## src/rtl/x4xx_qsfp_mon_pkg.sv

```systemverilog
// Shared register offsets, lane stride, global addresses and lane FSM encoding
// for the QSFP link monitor.
package x4xx_qsfp_mon_pkg;

  localparam logic [11:0] LANE_STRIDE     = 12'h020;
  localparam logic [4:0]  OFF_STATUS      = 5'h00;
  localparam logic [4:0]  OFF_RX_PKTS     = 5'h04;
  localparam logic [4:0]  OFF_TX_PKTS     = 5'h08;
  localparam logic [4:0]  OFF_LINK_DROPS  = 5'h0C;
  localparam logic [4:0]  OFF_CTRL        = 5'h10;

  localparam logic [11:0] GLB_BASE        = 12'h100;
  localparam logic [11:0] ADDR_IRQ_STATUS = GLB_BASE + 12'h000;
  localparam logic [11:0] ADDR_IRQ_MASK   = GLB_BASE + 12'h004;
  localparam logic [11:0] ADDR_INFO       = GLB_BASE + 12'h008;

  typedef enum logic [1:0] {
    LS_DOWN = 2'd0,
    LS_QUAL = 2'd1,
    LS_UP   = 2'd2
  } lane_state_t;

  // Byte address of a lane register
  function automatic logic [11:0] lane_addr(input int lane, input logic [4:0] off);
    return (12'(lane) << 5) | {7'b0, off};
  endfunction

endpackage

```

## src/rtl/x4xx_qsfp_lane_mon.sv

```systemverilog
// One QSFP lane: link debounce FSM, activity stretcher and saturating
// RX/TX/link-drop counters.
module x4xx_qsfp_lane_mon
  import x4xx_qsfp_mon_pkg::*;
#(
  parameter int DEBOUNCE_CYC = 1000,
  parameter int ACT_HOLD_CYC = 2500000,
  parameter int CNT_W        = 32
) (
  input  logic             i_clk,
  input  logic             i_rst,
  input  logic             i_phy_link_up,
  input  logic             i_rx_pkt,
  input  logic             i_tx_pkt,
  input  logic             i_clr,
  output logic             o_link_up,
  output logic             o_activity,
  output logic             o_link_chg,
  output logic [CNT_W-1:0] o_rx_pkts,
  output logic [CNT_W-1:0] o_tx_pkts,
  output logic [CNT_W-1:0] o_link_drops
);

  localparam int QW = (DEBOUNCE_CYC < 2) ? 1 : $clog2(DEBOUNCE_CYC + 1);
  localparam int HW = (ACT_HOLD_CYC < 2) ? 1 : $clog2(ACT_HOLD_CYC + 1);
  localparam logic [QW-1:0] QUAL_MAX = QW'(DEBOUNCE_CYC);
  localparam logic [HW-1:0] HOLD_MAX = HW'(ACT_HOLD_CYC);

  lane_state_t     r_state;
  lane_state_t     w_state_nxt;
  logic [QW-1:0]   r_qual_cnt;
  logic [HW-1:0]   r_hold;
  logic [HW-1:0]   w_hold_nxt;
  logic            r_link_up;
  logic            r_activity;
  logic            w_link_up_nxt;
  logic            w_drop;
  logic [CNT_W-1:0] r_rx_pkts;
  logic [CNT_W-1:0] r_tx_pkts;
  logic [CNT_W-1:0] r_link_drops;

  function automatic logic [CNT_W-1:0] sat_inc(input logic [CNT_W-1:0] v);
    return (&v) ? v : v + CNT_W'(1);
  endfunction

  always_ff @(posedge i_clk or posedge i_rst) begin
    if (i_rst) r_state <= LS_DOWN;
    else       r_state <= w_state_nxt;
  end

  always_comb begin
    w_state_nxt = r_state;
    case (r_state)
      LS_DOWN: if (i_phy_link_up) w_state_nxt = LS_QUAL;
      LS_QUAL: begin
        if (!i_phy_link_up)               w_state_nxt = LS_DOWN;
        else if (r_qual_cnt >= QUAL_MAX)  w_state_nxt = LS_UP;
      end
      LS_UP:   if (!i_phy_link_up) w_state_nxt = LS_DOWN;
      default: w_state_nxt = LS_DOWN;
    endcase
  end

  always_comb begin
    w_link_up_nxt = (w_state_nxt == LS_UP);
    w_drop        = (r_state == LS_UP) && (w_state_nxt == LS_DOWN);
    o_link_chg    = (w_link_up_nxt != r_link_up);
  end

  // Hold counter reloads on any packet strobe, otherwise drains to zero
  always_comb begin
    if (i_rx_pkt || i_tx_pkt) w_hold_nxt = HOLD_MAX;
    else if (r_hold != '0)    w_hold_nxt = r_hold - HW'(1);
    else                      w_hold_nxt = '0;
  end

  always_ff @(posedge i_clk or posedge i_rst) begin
    if (i_rst) begin
      r_qual_cnt <= '0;
      r_hold     <= '0;
      r_link_up  <= 1'b0;
      r_activity <= 1'b0;
    end else begin
      if (w_state_nxt == LS_QUAL)
        r_qual_cnt <= (r_state == LS_QUAL) ? r_qual_cnt + QW'(1) : QW'(1);
      else
        r_qual_cnt <= '0;
      r_hold     <= w_hold_nxt;
      r_link_up  <= w_link_up_nxt;
      r_activity <= (w_hold_nxt != '0);
    end
  end

  // Clear takes priority over a same-cycle increment
  always_ff @(posedge i_clk or posedge i_rst) begin
    if (i_rst) begin
      r_rx_pkts    <= '0;
      r_tx_pkts    <= '0;
      r_link_drops <= '0;
    end else if (i_clr) begin
      r_rx_pkts    <= '0;
      r_tx_pkts    <= '0;
      r_link_drops <= '0;
    end else begin
      if (i_rx_pkt) r_rx_pkts    <= sat_inc(r_rx_pkts);
      if (i_tx_pkt) r_tx_pkts    <= sat_inc(r_tx_pkts);
      if (w_drop)   r_link_drops <= sat_inc(r_link_drops);
    end
  end

  assign o_link_up    = r_link_up;
  assign o_activity   = r_activity;
  assign o_rx_pkts    = r_rx_pkts;
  assign o_tx_pkts    = r_tx_pkts;
  assign o_link_drops = r_link_drops;

endmodule

```

## src/rtl/x4xx_qsfp_link_monitor.sv

```systemverilog
// N-lane QSFP link/activity monitor: per-lane monitors plus register decode,
// maskable link-change interrupt and port_info packing.
module x4xx_qsfp_link_monitor
  import x4xx_qsfp_mon_pkg::*;
#(
  parameter int         NUM_LANES    = 4,
  parameter int         DEBOUNCE_CYC = 1000,
  parameter int         ACT_HOLD_CYC = 2500000,
  parameter int         CNT_W        = 32,
  parameter logic [7:0] PORTNUM      = 8'd0
) (
  input  logic                     bus_clk,
  input  logic                     areset,
  input  logic [NUM_LANES-1:0]     phy_link_up,
  input  logic [NUM_LANES-1:0]     rx_pkt,
  input  logic [NUM_LANES-1:0]     tx_pkt,
  input  logic                     reg_wr_req,
  input  logic [11:0]              reg_wr_addr,
  input  logic [31:0]              reg_wr_data,
  input  logic                     reg_rd_req,
  input  logic [11:0]              reg_rd_addr,
  output logic                     reg_rd_resp,
  output logic [31:0]              reg_rd_data,
  output logic [NUM_LANES-1:0]     link_up,
  output logic [NUM_LANES-1:0]     activity,
  output logic [32*NUM_LANES-1:0]  port_info,
  output logic                     irq
);

  logic [CNT_W-1:0]     w_rx_cnt   [NUM_LANES];
  logic [CNT_W-1:0]     w_tx_cnt   [NUM_LANES];
  logic [CNT_W-1:0]     w_drop_cnt [NUM_LANES];
  logic [NUM_LANES-1:0] w_chg;
  logic [NUM_LANES-1:0] w_clr;
  logic [NUM_LANES-1:0] w_w1c;
  logic [NUM_LANES-1:0] r_irq_status;
  logic [NUM_LANES-1:0] r_irq_mask;
  logic                 r_irq;
  logic                 r_rd_resp;
  logic [31:0]          r_rd_data;
  logic [31:0]          w_rd_data;
  logic                 w_unused;

  genvar g;
  generate
    for (g = 0; g < NUM_LANES; g++) begin : g_lane
      x4xx_qsfp_lane_mon #(
        .DEBOUNCE_CYC (DEBOUNCE_CYC),
        .ACT_HOLD_CYC (ACT_HOLD_CYC),
        .CNT_W        (CNT_W)
      ) u_lane (
        .i_clk         (bus_clk),
        .i_rst         (areset),
        .i_phy_link_up (phy_link_up[g]),
        .i_rx_pkt      (rx_pkt[g]),
        .i_tx_pkt      (tx_pkt[g]),
        .i_clr         (w_clr[g]),
        .o_link_up     (link_up[g]),
        .o_activity    (activity[g]),
        .o_link_chg    (w_chg[g]),
        .o_rx_pkts     (w_rx_cnt[g]),
        .o_tx_pkts     (w_tx_cnt[g]),
        .o_link_drops  (w_drop_cnt[g])
      );
    end
  endgenerate

  always_comb begin
    w_clr = '0;
    for (int l = 0; l < NUM_LANES; l++)
      w_clr[l] = reg_wr_req && (reg_wr_addr == lane_addr(l, OFF_CTRL)) && reg_wr_data[0];
  end

  assign w_w1c = (reg_wr_req && reg_wr_addr == ADDR_IRQ_STATUS) ?
                 reg_wr_data[NUM_LANES-1:0] : '0;

  // A new link change in the same cycle as its W1C keeps the bit set
  always_ff @(posedge bus_clk or posedge areset) begin
    if (areset) begin
      r_irq_status <= '0;
      r_irq_mask   <= '0;
      r_irq        <= 1'b0;
    end else begin
      r_irq_status <= (r_irq_status & ~w_w1c) | w_chg;
      if (reg_wr_req && reg_wr_addr == ADDR_IRQ_MASK)
        r_irq_mask <= reg_wr_data[NUM_LANES-1:0];
      r_irq <= |(r_irq_status & r_irq_mask);
    end
  end

  always_comb begin
    w_rd_data = '0;
    if (reg_rd_addr[11:8] == 4'h0) begin
      for (int l = 0; l < NUM_LANES; l++) begin
        if (reg_rd_addr[7:5] == 3'(l)) begin
          case (reg_rd_addr[4:0])
            OFF_STATUS: begin
              w_rd_data[15:8] = 8'(l);
              w_rd_data[2]    = phy_link_up[l];
              w_rd_data[1]    = activity[l];
              w_rd_data[0]    = link_up[l];
            end
            OFF_RX_PKTS:    w_rd_data = 32'(w_rx_cnt[l]);
            OFF_TX_PKTS:    w_rd_data = 32'(w_tx_cnt[l]);
            OFF_LINK_DROPS: w_rd_data = 32'(w_drop_cnt[l]);
            default:        w_rd_data = '0;
          endcase
        end
      end
    end else begin
      case (reg_rd_addr)
        ADDR_IRQ_STATUS: w_rd_data[NUM_LANES-1:0] = r_irq_status;
        ADDR_IRQ_MASK:   w_rd_data[NUM_LANES-1:0] = r_irq_mask;
        ADDR_INFO:       w_rd_data = {16'h0, PORTNUM, 4'h0, 4'(NUM_LANES)};
        default:         w_rd_data = '0;
      endcase
    end
  end

  // Read data is taken from pre-write state, so a same-cycle write is not seen
  always_ff @(posedge bus_clk or posedge areset) begin
    if (areset) begin
      r_rd_resp <= 1'b0;
      r_rd_data <= '0;
    end else begin
      r_rd_resp <= reg_rd_req;
      if (reg_rd_req) r_rd_data <= w_rd_data;
    end
  end

  always_comb begin
    port_info = '0;
    for (int l = 0; l < NUM_LANES; l++)
      port_info[32*l +: 32] = {PORTNUM, 8'(l), 14'b0, activity[l], link_up[l]};
  end

  assign w_unused    = ^reg_wr_data;
  assign reg_rd_resp = r_rd_resp;
  assign reg_rd_data = r_rd_data;
  assign irq         = r_irq;

endmodule
```

## config.mk

```make
export PLATFORM = sky130hd
export DESIGN_NAME = x4xx_qsfp_link_monitor
export DESIGN_NICKNAME = d
export VERILOG_FILES = /design/src/rtl/x4xx_qsfp_mon_pkg.sv /design/src/rtl/x4xx_qsfp_lane_mon.sv /design/src/rtl/x4xx_qsfp_link_monitor.sv
export SDC_FILE = /design/constraint.sdc
export NUM_CORES = 2
export LEC_CHECK = 0
export BUFFER_PORTS_ARGS = -buffer_cell sky130_fd_sc_hd__buf_4
export CORE_MARGIN = 1.5
export CORE_UTILIZATION = 45
export DETAILED_ROUTE_END_ITERATION = 8
export PLACE_DENSITY = 0.66
export SLEW_MARGIN = 25
export SYNTH_ARGS = -nofsm -noshare
export SYNTH_HDL_FRONTEND = slang
export SYNTH_SLANG_ARGS = --single-unit
```

## constraint.sdc

```tcl
create_clock -name bus_clk -period 23.8 [get_ports bus_clk]
set_clock_uncertainty 0.2 [all_clocks]
set_input_delay 2.38 -clock bus_clk [delete_from_list [all_inputs] [get_ports bus_clk]]
set_output_delay 2.38 -clock bus_clk [all_outputs]
set_load 0.1 [all_outputs]
```

# Word-level counts from Yosys, hierarchy flattened
# Cells that the tools add are included.
# totals
regBits	570
# op_classes
addsub	20
order_cmp	4
n_eq_ne	47
n_mux	95
bitwise_logic	4
reduce_logical	74
# op_table
cell	count
$mux W32	41
$add A32 B1 Y32 const B	12
$reduce_and A32 Y1	12
$pmux W16 S4	3
$mux W22	8
$reduce_bool A22 Y1	8
$pmux W8 S4	3
$sub A22 B1 Y22 const B	4
$mux W10	8
$eq A12 B9 Y1 const B	5
$pmux W5 S4	3
$pmux W16 S3	1
$pmux W3 S4	4
$add A10 B1 Y10 const B	4
$ge A10 B10 Y1 const B	4
$mux W2	16
$eq A12 B7 Y1 const B	2
$ne A2 B1 Y1 const B	12
$pmux W2 S3	4
$pmux W8 S3	1
$reduce_and A2 Y1	12
$reduce_bool A2 Y1	12
$eq A2 B1 Y1 const B	8
$eq A2 B2 Y1 const B	8
other kinds (20)	49

# Longest topological paths before layout
# logic_depth
word_depth	10
depth_mapped	10
mapped_depth_nobuf	8

# Hierarchy
# Synthesis repeated with hierarchy kept, for this count alone.
# unflattened
hier_cells	3670
hier_area_um2	33629.8
# modules_own_cells
module	n_inst	cells_per_inst	area_per_inst_um2	seq_area_each_um2
x4xx_qsfp_lane_mon (g_lane[2].u_lane ...)	2	735	6880.3	3303.2
x4xx_qsfp_lane_mon (g_lane[1].u_lane)	1	733	6891.6	3303.2
x4xx_qsfp_lane_mon (g_lane[0].u_lane)	1	735	6884.1	3303.2
x4xx_qsfp_link_monitor	1	732	6093.3	1051.0

# Worst setup path after synthesis
# OpenSTA, ideal clock, no wires.
# synth_path
kind	input to register
start	input reg_wr_addr[1]
end	register g_lane[1].u_lane.r_link_drops[0]
arrival_ns	4.287
required_ns	23.468
path_slack_ns	19.181
path_stages	7
path_cell_list	nor4b_1 > nand2_1 > nor4_1 > and2_1 > clkbuf_1 > clkbuf_1 > nor2_1
# synth_between
elab_chain_cells	5
# synth_lines
item	line_no	source
from (decl)	x4xx_qsfp_link_monitor.sv:18	input logic [11:0] reg_wr_addr,
$eq A12 B6 Y1 *	x4xx_qsfp_link_monitor.sv:71	w_clr[l] = reg_wr_req && (reg_wr_addr == lane_addr(l, OFF_CTRL)) && reg_wr_data[0];
$logic_and A1 B1 Y1 * (2 in series)	x4xx_qsfp_link_monitor.sv:71	
$ne A2 B1 Y1 (no source line) / $reduce_bool A2 Y1 (equally long branches)	--	
$reduce_and A2 Y1 (no source line)	--	
to (signal assigned)	x4xx_qsfp_lane_mon.sv:107	if (w_drop) r_link_drops <= sat_inc(r_link_drops);
to (decl)	x4xx_qsfp_lane_mon.sv:40	logic [CNT_W-1:0] r_link_drops;
# Every way passes the cells marked *; elsewhere a longest branch is shown, timed or not.
# A chain may end at the register's enable or synchronous reset.

# Worst setup path in the final report
# layout_path
start	input reg_wr_addr[1]
end	register g_lane[2].u_lane.r_tx_pkts[26]
# layout_between
elab_chain_cells	5
# layout_lines
item	line_no	source
$eq A12 B7 Y1 *	x4xx_qsfp_link_monitor.sv:71	
$logic_and A1 B1 Y1 * (2 in series)	x4xx_qsfp_link_monitor.sv:71	
$ne A2 B1 Y1 (no source line) / $reduce_bool A2 Y1 (equally long branches)	--	
$reduce_and A2 Y1 (no source line)	--	
to (signal assigned)	x4xx_qsfp_lane_mon.sv:106	if (i_tx_pkt) r_tx_pkts <= sat_inc(r_tx_pkts);
to (decl)	x4xx_qsfp_lane_mon.sv:39	logic [CNT_W-1:0] r_tx_pkts;
# Marked as above.

==> flow_metrics.env <==
export IMPL_final_util_pct=50.0
export IMPL_first_drt_iteration_drcs=3208
export IMPL_netlist_area_mm2=0.0340
export IMPL_grtUsageTotal_pct=24.6
export IMPL_crit_path_top_delay_cell="sky130_fd_sc_hd__nor2_4"
export IMPL_cts_buffers=66
export IMPL_finalMaxSlewViolations=0
export IMPL_insertedDiodeCount=0
export IMPL_synthDistinctLibCells=91
export IMPL_holdCritStartpoint="g_lane[2].u_lane.r_hold[0]$_DFF_PP0_"
export IMPL_place_gp_congestion=0.915
export IMPL_cts_root_buffer_cell="sky130_fd_sc_hd__clkbuf_16"
export IMPL_grt_ovfl_total=0
export IMPL_cts_hold_repair_buffers=0
export IMPL_path_max_fanout=47
export IMPL_grt_pass1_vias=26600
export IMPL_timing_rr_end="g_lane[1].u_lane.o_activity$_DFF_PP0_"
export IMPL_place_detailed_hpwl_um=67300
export IMPL_drive_gt1_share_pct=10.2
export IMPL_grt_start_max_net_pins=108
export IMPL_grt_first_pass_wirelength_um=152000
export IMPL_most_common_layout_cells="sky130_fd_sc_hd__dfrtp_1 (570), sky130_fd_sc_hd__nor2_1 (488), sky130_fd_sc_hd__nand2_1 (226), sky130_fd_sc_hd__nand3_1 (185), sky130_fd_sc_hd__xnor2_1 (184)"
export IMPL_final_instance_count_excl_fill=4799
export IMPL_clk_pin_slew_worst_paths_ps=60
export IMPL_initial_antenna_violation_count=3
export IMPL_hold_path_cell_count=1
export IMPL_setup_tns_ps=0
export IMPL_net_count_final=3875
export IMPL_h_tree_depth=3
export IMPL_ys_top_cells_by_area="sky130_fd_sc_hd__dfrtp_1 (42%), sky130_fd_sc_hd__nor2_1 (5.4%), sky130_fd_sc_hd__xnor2_1 (4.7%)"
export IMPL_worst_setup_path_type="in -> reg"
export IMPL_portBuffers=93
export IMPL_route_detailed_wl_per_inst_um=20.1
export IMPL_ctsResizeCount=0
export IMPL_routed_wl_um=96300
export IMPL_total_vias_in_the_final_route=28700
export IMPL_area_growth_syn_to_layout_pct=9.70
export IMPL_ctsLongestPathBuffers=3
export IMPL_via_per_inst=5.97
export IMPL_max_slew_worst_pin_slew_ps=1060
export IMPL_register_to_register_setup_slack_ps=20110
export IMPL_maxCapViolations=0
export IMPL_critical_path_startpoint_type="primary input"
export IMPL_clock_sinks=570
export IMPL_drc=0
export IMPL_finish_instance_area_mm2=0.0373
export IMPL_synth_main_ff_cell="sky130_fd_sc_hd__dfrtp_1"
export IMPL_synth_seq_cells=570
export IMPL_fmax_mhz=199
export IMPL_floorplan_core_area_mm2=0.0747
export IMPL_die_width_um=278
export IMPL_cell_chain_of_the_critical_path="buf_4 > nor4b_1 > nand2_1 > nor3_1 > nand2_1 > nor2_4 > buf_4 > nor2_1"
export IMPL_design_portCount=242
export IMPL_fin_crit_ps=5030
export IMPL_hold_violations=0
export IMPL_timing_hold_worst_class="reg -> reg"
export IMPL_die_h_um=278
export IMPL_drt_pre_antenna_iters=6
export IMPL_status="finished clean"
export IMPL_share_of_the_synthesized_area_in_the_top_cell_type_pct=41.9
export IMPL_setup_viol=0
export IMPL_worst_hold_path_endpoint="g_lane[2].u_lane.r_hold[0]$_DFF_PP0_"
export IMPL_holdWs_ps=274
export IMPL_async_reset_ff_share_pct=100
export IMPL_timing_final_crit_share_pct=21.1
export IMPL_data_required_critical_path_ps=24070
export IMPL_initial_util_pct=45.6
export IMPL_timing_critical_path_to_type="flip-flop"
export IMPL_rows=100
export IMPL_place_area_mm2=0.0350
export IMPL_ys_warn_count=0
export IMPL_slew_limit_headroom_pct=28.3
export IMPL_p_leak_nw=15.4
export IMPL_synthesis_instances=3792
export IMPL_cts_tree="yes"
export IMPL_syn_mean_instance_area_um2=8.98
export IMPL_layout_cells_most_common="sky130_fd_sc_hd__dfrtp_1"
export IMPL_timing_critical_path_arrival_ps=5300
export IMPL_worst_skew_pair_late_latency_ps=610
export IMPL_r2r_start="g_lane[1].u_lane.r_hold[0]$_DFF_PP0_"
export IMPL_placed_instances=4679
export IMPL_vdd_ir_max_uv=58.3
export IMPL_synth_enable_flop_cells=0
export IMPL_drt_antenna_violating_nets=0
export IMPL_fp_dieArea_mm2=0.0773
export IMPL_critical_path_max_stage_delay_ps=700
export IMPL_synth_sequential_area_ratio_pct=41.9
export IMPL_synth_top_area_cell="sky130_fd_sc_hd__dfrtp_1"
export IMPL_unrepaired_setup_endpoints_after_global_routing="no"
export IMPL_p_per_area_mw_per_mm2=67.1
export IMPL_cts_repair_timing_setup_buffer_count=0
export IMPL_worst_r2r_path_depth=8
[Yosys cell counts (all sizes together) (6+ instances only)]
cell type  instances
nor2             490
a21o               6
nand3b            10
clkbuf           173
nor2b              8
a22oi            120
or4               57
nand4b            14
and3              91
nor3b             11
mux2i             23
or4b               6
o2111ai           20
nand3            185
xnor2            184
mux2              96
nor4              83
a21boi             9
nand2b             8
buf              157
o22ai             88
and2              49
or3               74
dfrtp            570
a21oi            131
or2               11
o21ai            134
nor3              85
a211oi            11
xor2             176
o31ai             42
o41ai              6
o211ai            19
nand4            138
and4              68
nor4b             14
ha                24
a31oi              7
nand2            226
mux4               6
inv              103
o311ai             6
[stage by stage]
stage,power (mW),setup slack (ps)
global route,2.60,18530
floorplan,1.35,5280
detailed placement,1.43,18170
finish,2.50,18770
global placement,1.42,18230
CTS,2.52,18820
[area by class of cell]
class,instances,area [um^2]
fill,6992,37400
inverter,103,394
clock inverter,30,373
timing repair buffer,132,1020
tap,969,1210
sequential,570,14300
multi-input combinational,2906,18100
clock buffer,89,1940
[critical path: cells and delay by family]
family / cells / cell delay (ps)
and+or+nand+nor: 6 / 2160
buffers and inverters: 2 / 700
[sequential cells by signal (all words and copies together) (netlist names), 8 cells and up]
signal and cells:
g_lane.u_lane.o_rx_pkts 128, g_lane.u_lane.o_tx_pkts 128, g_lane.u_lane.o_link_drops 128, g_lane.u_lane.r_qual_cnt 40, reg_rd_data 32, g_lane.u_lane.r_state 8, g_lane.u_lane.r_hold 88
[cell families after synthesis]
| kind of cell | Yosys count | synth area share (%) |
|---|---|---|
| simple gates | 1639 | 25.2 |
| flops | 570 | 41.9 |
| other cells | 2 | 0.0221 |
| buf+inv | 434 | 6.32 |
| compound gates | 638 | 12.1 |
| xor+xnor | 360 | 9.26 |
| fa+ha+maj | 24 | 0.882 |
| mux | 125 | 4.25 |
[power breakdown]
part | total, mW | internal (mW) | switching [mW] | leakage (nW)
Clock | 1.09 | 0.661 | 0.431 | 1.15
Combinational | 0.320 | 0.0880 | 0.232 | 6.75
Sequential | 1.09 | 1.02 | 0.0755 | 7.54
Total | 2.50 | 1.77 | 0.738 | 15.4
[routing by layer]
| metal | wire (um) | GRT usage, % | share of wire [%] |
|---|---|---|---|
| met1 | 43000 | 35.5 | 45 |
| met2 | 42600 | 36.7 | 44 |
| met3 | 7260 | 4.58 | 7.5 |
| met4 | 3410 | 8.70 | 3.5 |
| met5 | 34 | 0 | 0.035 |
[how the worst max path moves through the flow]
stage                   start                                          to  slack [ps]  cells after the start
2_1_floorplan          areset       g_lane[0].u_lane.o_activity$_DFF_PP0_        5280                      1
3_3_place_gp   reg_rd_addr[2]                  reg_rd_data[2]$_DFFE_PP0P_       18230                      8
3_5_place_dp   reg_wr_addr[1]  g_lane[2].u_lane.o_tx_pkts[23]$_DFFE_PP0P_       18170                      8
4_1_cts        reg_wr_addr[1]  g_lane[2].u_lane.o_tx_pkts[23]$_DFFE_PP0P_       18820                      8
5_1_grt        reg_wr_addr[1]  g_lane[2].u_lane.o_tx_pkts[13]$_DFFE_PP0P_       18530                      8
6_report       reg_wr_addr[1]  g_lane[2].u_lane.o_tx_pkts[26]$_DFFE_PP0P_       18770                      8
No activity file was read; power rests on OpenSTA's default activity.
